File: config.mk
export PLATFORM = sky130hd
export DESIGN_NAME = mmcm_rcfg_seq
export DESIGN_NICKNAME = d
export VERILOG_FILES = /design/src/rtl/mmcm_rcfg_seq.sv
export SDC_FILE = /design/constraint.sdc
export NUM_CORES = 1
export LEC_CHECK = 0
export ABC_AREA = 1
export ABC_CLOCK_PERIOD_IN_PS = 1900
export CORE_ASPECT_RATIO = 0.7
export CORE_MARGIN = 10
export CORE_UTILIZATION = 47
export DETAILED_ROUTE_END_ITERATION = 16
export GPL_TIMING_DRIVEN = 0
export PLACE_DENSITY_LB_ADDON = 0.15
export SLEW_MARGIN = 10
export SYNTH_ARGS = -nofsm -noshare
export SYNTH_HDL_FRONTEND = slang
export SYNTH_SLANG_ARGS = --single-unit
export TNS_END_PERCENT = 1
File: constraint.sdc
create_clock -name CLK -period 1.9 [get_ports CLK]
set_input_delay 0.38 -clock CLK [delete_from_list [all_inputs] [get_ports CLK]]
set_output_delay 0.38 -clock CLK [all_outputs]
set_load 0.01 [all_outputs]
File: src/rtl/mmcm_rcfg_seq.sv
// Sequencer that sits in front of the MMCM DRP engine.
// On a request, it reads NWORDS 48-bit DRP words for the selected profile
// from a synchronous ROM and packs them into RCREG. It then runs the
// RCEN/RCRDY handshake with the engine and reports the outcome.
//
// Ports:
//   CLK, RST        clock, synchronous active-high reset
//   REQ, PROF_SEL   request strobe and profile index (accepted only in IDLE)
//   BUSY, DONE, ERR status: in progress, success pulse, sticky timeout
//   ROM_ADDR/EN     ROM read port, address = {profile, word index}
//   ROM_DATA        ROM read data, valid one cycle after ROM_EN
//   RCREG           packed DRP words, word w at [w*48 +: 48]
//   RCEN, RCRDY     reconfiguration enable / engine ready
module mmcm_rcfg_seq #(
    parameter int unsigned PROF_W = 3,
    parameter int unsigned NWORDS = 12,
    parameter int unsigned TO_W   = 20
) (
    input  logic                CLK,
    input  logic                RST,
    input  logic                REQ,
    input  logic [PROF_W-1:0]   PROF_SEL,
    output logic                BUSY,
    output logic                DONE,
    output logic                ERR,
    output logic [PROF_W+3:0]   ROM_ADDR,
    output logic                ROM_EN,
    input  logic [47:0]         ROM_DATA,
    output logic [575:0]        RCREG,
    output logic                RCEN,
    input  logic                RCRDY
);

    localparam int unsigned WORD_W = 48;
    localparam int unsigned SLOTS  = 12;
    localparam int unsigned RC_W   = SLOTS * WORD_W;
    localparam int unsigned ADDR_W = PROF_W + 4;
    localparam logic [3:0]      LAST_IDX = 4'(NWORDS - 1);
    // Exiting when the count is one short of all-ones yields 2**TO_W-1 wait cycles.
    localparam logic [TO_W-1:0] TO_LAST  = {{(TO_W-1){1'b1}}, 1'b0};

    typedef enum logic [2:0] {
        S_IDLE,
        S_FETCH,
        S_ARM,
        S_KICK,
        S_WAIT_ACK,
        S_WAIT_DONE,
        S_FIN
    } state_t;

    state_t              state_q, state_nxt;
    logic [PROF_W-1:0]   prof_q, prof_nxt;
    logic [3:0]          widx_q, widx_nxt;
    logic [TO_W-1:0]     to_cnt_q, to_cnt_nxt;
    logic                err_q, err_nxt;
    logic                busy_q, busy_nxt;
    logic                done_q, done_nxt;
    logic                rcen_q, rcen_nxt;
    logic                rom_en_q, rom_en_nxt;
    logic [ADDR_W-1:0]   rom_addr_q, rom_addr_nxt;
    logic                cap_vld_q;
    logic [3:0]          cap_idx_q;
    logic [RC_W-1:0]     rcreg_q;
    logic                to_hit;
    logic                waiting;

    // Next-state and registered-output decode
    always_comb begin
        state_nxt    = state_q;
        prof_nxt     = prof_q;
        widx_nxt     = widx_q;
        err_nxt      = err_q;
        to_hit       = (to_cnt_q == TO_LAST);
        waiting      = 1'b0;

        case (state_q)
            S_IDLE: begin
                if (REQ) begin
                    prof_nxt  = PROF_SEL;
                    err_nxt   = 1'b0;
                    widx_nxt  = 4'd0;
                    state_nxt = S_FETCH;
                end
            end
            S_FETCH: begin
                if (widx_q == LAST_IDX) begin
                    state_nxt = S_ARM;
                end else begin
                    widx_nxt = widx_q + 4'd1;
                end
            end
            S_ARM: begin
                waiting = 1'b1;
                if (RCRDY) begin
                    state_nxt = S_KICK;
                end else if (to_hit) begin
                    err_nxt   = 1'b1;
                    state_nxt = S_IDLE;
                end
            end
            S_KICK: begin
                state_nxt = S_WAIT_ACK;
            end
            S_WAIT_ACK: begin
                waiting = 1'b1;
                if (!RCRDY) begin
                    state_nxt = S_WAIT_DONE;
                end else if (to_hit) begin
                    err_nxt   = 1'b1;
                    state_nxt = S_IDLE;
                end
            end
            S_WAIT_DONE: begin
                waiting = 1'b1;
                if (RCRDY) begin
                    state_nxt = S_FIN;
                end else if (to_hit) begin
                    err_nxt   = 1'b1;
                    state_nxt = S_IDLE;
                end
            end
            S_FIN: begin
                state_nxt = S_IDLE;
            end
            default: begin
                state_nxt = S_IDLE;
            end
        endcase

        // Counter restarts on every state change and only runs while waiting
        if (state_nxt != state_q || !waiting) begin
            to_cnt_nxt = '0;
        end else begin
            to_cnt_nxt = to_cnt_q + TO_W'(1);
        end

        busy_nxt     = state_nxt inside {S_FETCH, S_ARM, S_KICK, S_WAIT_ACK, S_WAIT_DONE};
        done_nxt     = (state_nxt == S_FIN);
        rcen_nxt     = (state_nxt == S_KICK);
        rom_en_nxt   = (state_nxt == S_FETCH);
        rom_addr_nxt = rom_en_nxt ? {prof_nxt, widx_nxt} : rom_addr_q;
    end

    // State, status and ROM capture registers
    always_ff @(posedge CLK) begin
        if (RST) begin
            state_q    <= S_IDLE;
            prof_q     <= '0;
            widx_q     <= '0;
            to_cnt_q   <= '0;
            err_q      <= 1'b0;
            busy_q     <= 1'b0;
            done_q     <= 1'b0;
            rcen_q     <= 1'b0;
            rom_en_q   <= 1'b0;
            rom_addr_q <= '0;
            cap_vld_q  <= 1'b0;
            cap_idx_q  <= '0;
            rcreg_q    <= '0;
        end else begin
            state_q    <= state_nxt;
            prof_q     <= prof_nxt;
            widx_q     <= widx_nxt;
            to_cnt_q   <= to_cnt_nxt;
            err_q      <= err_nxt;
            busy_q     <= busy_nxt;
            done_q     <= done_nxt;
            rcen_q     <= rcen_nxt;
            rom_en_q   <= rom_en_nxt;
            rom_addr_q <= rom_addr_nxt;
            // ROM data lands one cycle after the read, so track which slot it belongs to
            cap_vld_q  <= rom_en_q;
            cap_idx_q  <= rom_addr_q[3:0];
            for (int unsigned w = 0; w < SLOTS; w++) begin
                if (w < NWORDS && cap_vld_q && cap_idx_q == 4'(w)) begin
                    rcreg_q[w*WORD_W +: WORD_W] <= ROM_DATA;
                end
            end
        end
    end

    assign BUSY     = busy_q;
    assign DONE     = done_q;
    assign ERR      = err_q;
    assign ROM_EN   = rom_en_q;
    assign ROM_ADDR = rom_addr_q;
    assign RCREG    = rcreg_q;
    // Masked by RST so the engine never sees an enable during a reset cycle
    assign RCEN     = rcen_q & ~RST;

endmodule
==> results of run 1 <==
-- metrics by stage --
stage                     area, um2  total power (W)  cells  setup WS, ns  hold slack, ns
after floorplan               22300           0.0142   2880         0.352           0.447
after detailed placement      29500           0.0151   4133        -0.761           0.435
after global placement        29500           0.0150   4133        -0.746           0.432
after CTS                     31100           0.0267   4241       -0.0588           0.199
after global routing          31900           0.0274   4255        -0.144           0.241
final                         31900           0.0269   4256       -0.0360           0.233
-- cell usage after synthesis (3+ instances only) --
| library cell | n | area share, % |
|---|---|---|
| mux2i_1 | 3 | 0.13 |
| inv_2 | 3 | 0.051 |
| o21ai_0 | 550 | 12 |
| a21oi_1 | 108 | 2.4 |
| buf_2 | 19 | 0.43 |
| nand3_1 | 16 | 0.36 |
| nor2_1 | 1013 | 17 |
| clkbuf_1 | 203 | 3.4 |
| nor3_2 | 24 | 1.1 |
| o21ai_1 | 30 | 0.67 |
| dfxtp_1 | 623 | 56 |
| nor2_2 | 3 | 0.084 |
| clkbuf_2 | 9 | 0.20 |
| xnor2_1 | 5 | 0.20 |
| nand2_2 | 5 | 0.14 |
| nand2_1 | 59 | 0.99 |
| xor2_1 | 15 | 0.59 |
| ha_1 | 3 | 0.17 |
| buf_1 | 4 | 0.067 |
| buf_6 | 4 | 0.20 |
| nor3_1 | 6 | 0.13 |
| inv_1 | 156 | 2.6 |
| nand4_1 | 8 | 0.22 |
-- final timing paths --
kind / to / slack, ns / depth (start not counted) / startpoint
max: RCREG[85]$_SDFFE_PP0P_ / -0.04 / 7 / cap_idx_q[3]$_SDFF_PP0_
min: ROM_EN$_SDFF_PP0_ / 0.23 / 2 / RST
max reg2reg: RCREG[85]$_SDFFE_PP0P_ / -0.04 / 7 / cap_idx_q[3]$_SDFF_PP0_
min reg2reg: RCREG[151]$_SDFFE_PP0P_ / 0.44 / 2 / RCREG[151]$_SDFFE_PP0P_
-- logic make-up after synthesis --
family                   synth area share, %
AND/OR/NAND/NOR                         20.3
AO/OA/AOI/OAI                           15.6
flip-flops                              56.0
buffers and inverters                   7.03
XOR/XNOR                               0.786
multiplexers                           0.135
adder cells (fa/ha/maj)                0.168
-- power breakdown --
group	internal [W]	total, W	switching, W
Sequential	0.0132	0.0133	0.0000863
Clock	0.00678	0.0120	0.00525
Combinational	0.000481	0.00155	0.00107
-- critical path, stage by stage (launching register included) --
cell	delay, ns
dfxtp_1	0.34
nor2_2	0.22
nand2_2	0.13
nor3_4	0.37
buf_4	0.28
clkbuf_2	0.27
o21ai_0	0.12
nor2_1	0.13
-- what timing repair did --
action | 4_1_cts | 5_1_grt
hold buffers | 0 | 0
endpoints found under the setup margin | 614 | 491
gates resized for setup | 375 | 263
cloned | 0 | 3
hold endpoints to repair | 0 | 0
pin swaps | 1 | 10
setup buffers | 4 | 4
-- layout make-up --
| class | instances | area [um2] |
|---|---|---|
| timing repair buffer | 652 | 6570 |
| clock buffer | 85 | 1760 |
| tap | 612 | 766 |
| sequential | 623 | 12500 |
| inverter | 159 | 603 |
| multi-input combinational | 1858 | 8400 |
| buffer | 240 | 1080 |
| antenna | 8 | 20.0 |
| clock inverter | 19 | 179 |
| fill | 3892 | 14800 |
-- metal layers --
metal | vias to the layer above | wire [um] | part of all wire [%] | global-route usage (%)
li1 | 10600 | - | - | -
met2 | 1370 | 45100 | 45 | 52.9
met5 | - | 0 | 0 | 0
met1 | 11200 | 38800 | 39 | 41.0
met4 | 0 | 5320 | 5.3 | 16.7
met3 | 285 | 11200 | 11 | 9.54
-- registers in the layout, indices dropped and copies added, names as in the netlist --
name	count
cap_vld_q	1
RCREG	576
state_q	3
cap_idx_q	4
rcen_q	1
widx_q	4
BUSY	1
to_cnt_q	20
ERR	1
DONE	1
ROM_ADDR	7
ROM_EN	1
prof_q	3
-- layout by cell type (no fill, tap or decap), drive strengths merged, types with 5 or more instances in the layout --
cell type / count
xnor2: 5
clkinv: 14
nor2: 1016
dlymetal6s2s: 169
nand2: 64
buf: 48
xor2: 15
inv: 158
clkdlybuf4s50: 142
clkbuf: 288
o21ai: 580
dfxtp: 623
diode: 8
dlygate4sd2: 330
nand3: 18
nor3: 30
nand4: 9
a21oi: 108
==> flow_summary_export.csv, run 1 <==
group,metric,value,unit
clock_network,clk_latency,0.61,ns
cells_and_area,final_util,68.3,%
floorplanning,coreArea,46700,um2
worst_setup_path,crit_fanout,10,
synthesis,ys_warn_count,0,
place,dpl.hpwl,74300,um
synthesis,yosysUniqueCellTypes,32,
clock_network,cts_tree,"yes",
place,port_buffers,641,
clock_network,cts_root_buffer,"clkbuf_16",
grt,grt_pass1_vias,22600,
synthesis,ys_seq_area_share,56.0,%
timing,fin_crit_sh,102,%
worst_hold_path,worstHoldPathType,"primary input to register",
timing,period_minus_slack,1.94,ns
worst_setup_path,worstSetupPathType,"register to register",
grt,grt_antenna_before_repair,9,
timing,rsz0062_at_grt,"yes",
power,power_leakage,17.5,nW
clock_network,clock_sinks,623,
synthesis,syn_avg_cell_area,7.74,um2
routing,dr.first_iter.drc_count,2374,
outcome,violations,"negative setup slack",
synthesis,synth_ff_type,"dfxtp_1",
grt,grt_pass1_wl,145000,um
floorplanning,boundaryPins,643,
timing,fin_worst_skew,0.0244,ns
grt,grt_max_degree,15,
floorplanning,rows,66,
place,place.gp.congestion,0.989,
routing,wire_per_inst,23.6,um
timing,finalWorstSetupSlack,-0.0360,ns
cells_and_area,post_route_cells_drive_above_1_share,6.90,%
timing,setup_viol,17,
timing,tightest_slew,1.17,ns
floorplanning,start_util,47.8,%
flow_run,cap_violations,0,
timing,clock.fmax,517,MHz
timing,slew_violations,0,
timing,max-slew-margin-rel,22.3,%
worst_setup_path,required,2.43,ns
power,ir_worst_vdd,0.000751,V
clock_network,h-tree-depth,2,
synthesis,async_flop_share,0,%
worst_setup_path,cp-start-kind,"register",
synthesis,synth-edff-count,0,
cells_and_area,areaGrowthSynthToFinish,42.9,%
timing,setup_tns,-0.207,ns
clock_network,cts-buffers-inserted,58,
synthesis,syn_area,22300,um2
synthesis,syn_nets,2938,
routing,drt_pass1_iterations,6,
clock_network,clkTransAtPathRegs,0.07,ns
floorplanning,dieWidth,280,um
synthesis,ys_ff_latch,623,
worst_setup_path,end_kind,"register",
floorplanning,die-area,56700,um2
cells_and_area,nets,3650,
outcome,status,"finished with violations",
routing,drc,0,
worst_setup_path,cp.arrival,2.46,ns
grt,overflow,0,
clock_network,cts_buffer_depth,3,
routing,routed_wl,100000,um
grt,grtUsageTotal,33.3,%
routing,via_per_inst,5.51,
synthesis,netlist_instances,2880,
power,powerDensity,843,nW/um2
timing,hold_violations,0,
routing,vias,23400,
floorplanning,die_y,202,um
routing,ant_nets,0,
No activity file was read; power rests on OpenSTA's default activity.
==> inputs of run 2 (changes only) <==
--- a/config.mk
+++ b/config.mk
@@ -7,12 +7,15 @@
 export LEC_CHECK = 0
 export ABC_AREA = 1
 export ABC_CLOCK_PERIOD_IN_PS = 1900
+export CAP_MARGIN = 25
 export CORE_ASPECT_RATIO = 0.7
 export CORE_MARGIN = 10
 export CORE_UTILIZATION = 47
 export DETAILED_ROUTE_END_ITERATION = 16
+export GPL_ROUTABILITY_DRIVEN = 0
 export GPL_TIMING_DRIVEN = 0
 export PLACE_DENSITY_LB_ADDON = 0.15
+export RECOVER_POWER = 25
 export SLEW_MARGIN = 10
 export SYNTH_ARGS = -nofsm -noshare
 export SYNTH_HDL_FRONTEND = slang
==> run 2 against run 1 <==
The run now ends clean. Register-to-register slack improved by 0.04 ns. Critical endpoint is now RCREG[46]$_SDFFE_PP0P_. Sequential power barely moved. Flip-flop and latch count did not move.
==> flow_summary_export.csv, run 2 (synthesis gave the netlist of run 1 again) <==
group,metric,value,unit
clock_network,h-tree-depth,2,
timing,fin_worst_skew,0.0127,ns
clock_network,cts_buffer_depth,3,
clock_network,hold_buffers,0,
worst_setup_path,crit_fanout,10,
clock_network,clk_latency,0.60,ns
timing,slew_violations,0,
routing,wire_per_inst,23.2,um
cells_and_area,post_route_cells_drive_above_1_share,6.22,%
floorplanning,die-area,56700,um2
worst_setup_path,worstSetupPathType,"register to register",
power,finalPower,0.0263,W
clock_network,clkTransAtPathRegs,0.07,ns
grt,grtUsageTotal,32.8,%
worst_setup_path,required,2.37,ns
worst_setup_path,end_kind,"register",
place,port_buffers,641,
timing,setup_viol,0,
worst_hold_path,worstHoldPathType,"primary input to register",
floorplanning,coreArea,46700,um2
routing,drc,0,
routing,drt_pass1_iterations,5,
floorplanning,boundaryPins,643,
grt,grt_pass1_vias,22300,
cells_and_area,layout_common_cells,"1005 x nor2_1, 620 x dfxtp_1, 550 x o21ai_0",
timing,rsz0062_at_grt,"yes",
clock_network,cts_root_buffer,"clkbuf_16",
worst_setup_path,cp-start-kind,"register",
floorplanning,dieWidth,280,um
clock_network,cts-buffers-inserted,57,
floorplanning,rows,66,
timing,tightest_slew,1.17,ns
power,ir_worst_vdd,0.000632,V
floorplanning,start_util,47.8,%
timing,clock.fmax,527,MHz
worst_setup_path,r2r_slack,0.002,ns
timing,max-slew-margin-rel,21.9,%
timing,setup_tns,0,ns
cells_and_area,areaGrowthSynthToFinish,41.7,%
power,power_leakage,16.9,nW
cells_and_area,largest_reg_flops,576,
grt,grt_max_degree,15,
floorplanning,die_y,202,um
routing,via_per_inst,5.46,
timing,period_minus_slack,1.90,ns
routing,routed_wl,98500,um
routing,ant_nets,0,
cells_and_area,layout_commonest_cell,"nor2_1",
clock_network,clock_sinks,623,
outcome,status,"complete, no violations",
cells_and_area,nets,3645,
timing,whs,0.252,ns
clock_network,cts_tree,"yes",
timing,fin_crit_sh,99.9,%
power,powerDensity,832,nW/um2
place,dpl.hpwl,74200,um
routing,vias,23200,
flow_run,cap_violations,0,
cells_and_area,final_util,67.7,%
grt,grt_antenna_before_repair,4,
routing,dr.first_iter.drc_count,2586,
timing,hold_violations,0,
grt,overflow,0,
grt,grt_pass1_wl,143000,um
worst_setup_path,cp.arrival,2.37,ns
[run 2: cell types whose count changed in the layout (fill, tap and decap cells not counted), sizes merged, moves of 2 or more]
| cell | change |
|---|---|
| inv | +2 |
| clkdlybuf4s50 | +57 |
| dlymetal6s2s | -16 |
| dlygate4sd2 | -41 |
| clkbuf | -3 |
| diode | -4 |
| clkinvlp | -2 |
| bufinv | -2 |
[run 2: layout make-up]
| type | count | area [um2] |
|---|---|---|
| clock buffers | 87 | 1730 |
| flip-flops and latches | 623 | 12500 |
| diodes | 4 | 10.0 |
| multi-input cells | 1858 | 8300 |
| inverters | 159 | 597 |
| well taps | 612 | 766 |
| repair buffers | 648 | 6500 |
| fillers | 3871 | 15100 |
| clock inverters | 16 | 111 |
| plain buffers | 240 | 1080 |
[run 2: what timing repair did]
action,in CTS,in global routing
pin swaps,1,4
setup buffers,2,3
gates resized for setup,334,230
setup endpoints to repair,563,438
[run 2: where the power goes]
group | internal, W | leakage [nW] | switching (W)
Combinational | 0.000462 | 11.0 | 0.00104
Sequential | 0.0132 | 5.03 | 0.0000873
Clock | 0.00639 | 0.920 | 0.00509
[run 2: path summary, 6_finish.rpt]
path,startpoint,endpoint,cells past startpoint
setup / recovery,cap_idx_q[3]$_SDFF_PP0_,RCREG[46]$_SDFFE_PP0P_,5
hold / removal,RST,ROM_EN$_SDFF_PP0_,2
hold reg to reg,ROM_ADDR[3]$_SDFFE_PP0P_,cap_idx_q[3]$_SDFF_PP0_,2
setup reg to reg,cap_idx_q[3]$_SDFF_PP0_,RCREG[46]$_SDFFE_PP0P_,5
[run 2: stage by stage]
| stage | area [um2] | instances | setup WS, ns |
|---|---|---|---|
| after floorplan | 22300 | 2880 | 0.352 |
| final | 31600 | 4247 | 0.00217 |
| after detailed placement | 29500 | 4135 | -0.693 |
| after global routing | 31600 | 4246 | -0.116 |
| after CTS | 31100 | 4240 | -0.0438 |
| after global placement | 29500 | 4133 | -0.651 |
[run 2: worst max-delay path, stage by stage, from the launching register on]
cell	delay, ns
dfxtp_1	0.35
nor2_2	0.18
nand3_1	0.40
clkbuf_1	0.40
o21ai_0	0.38
a21oi_1	0.07
[run 2: metal layers]
metal / track usage, % / wire (um) / up-vias
li1: - / - / 10600
met1: 40.3 / 38300 / 11000
met2: 52.8 / 44500 / 1354
met3: 8.99 / 10700 / 263
met4: 15.7 / 5040 / 0
met5: 0 / 0 / -
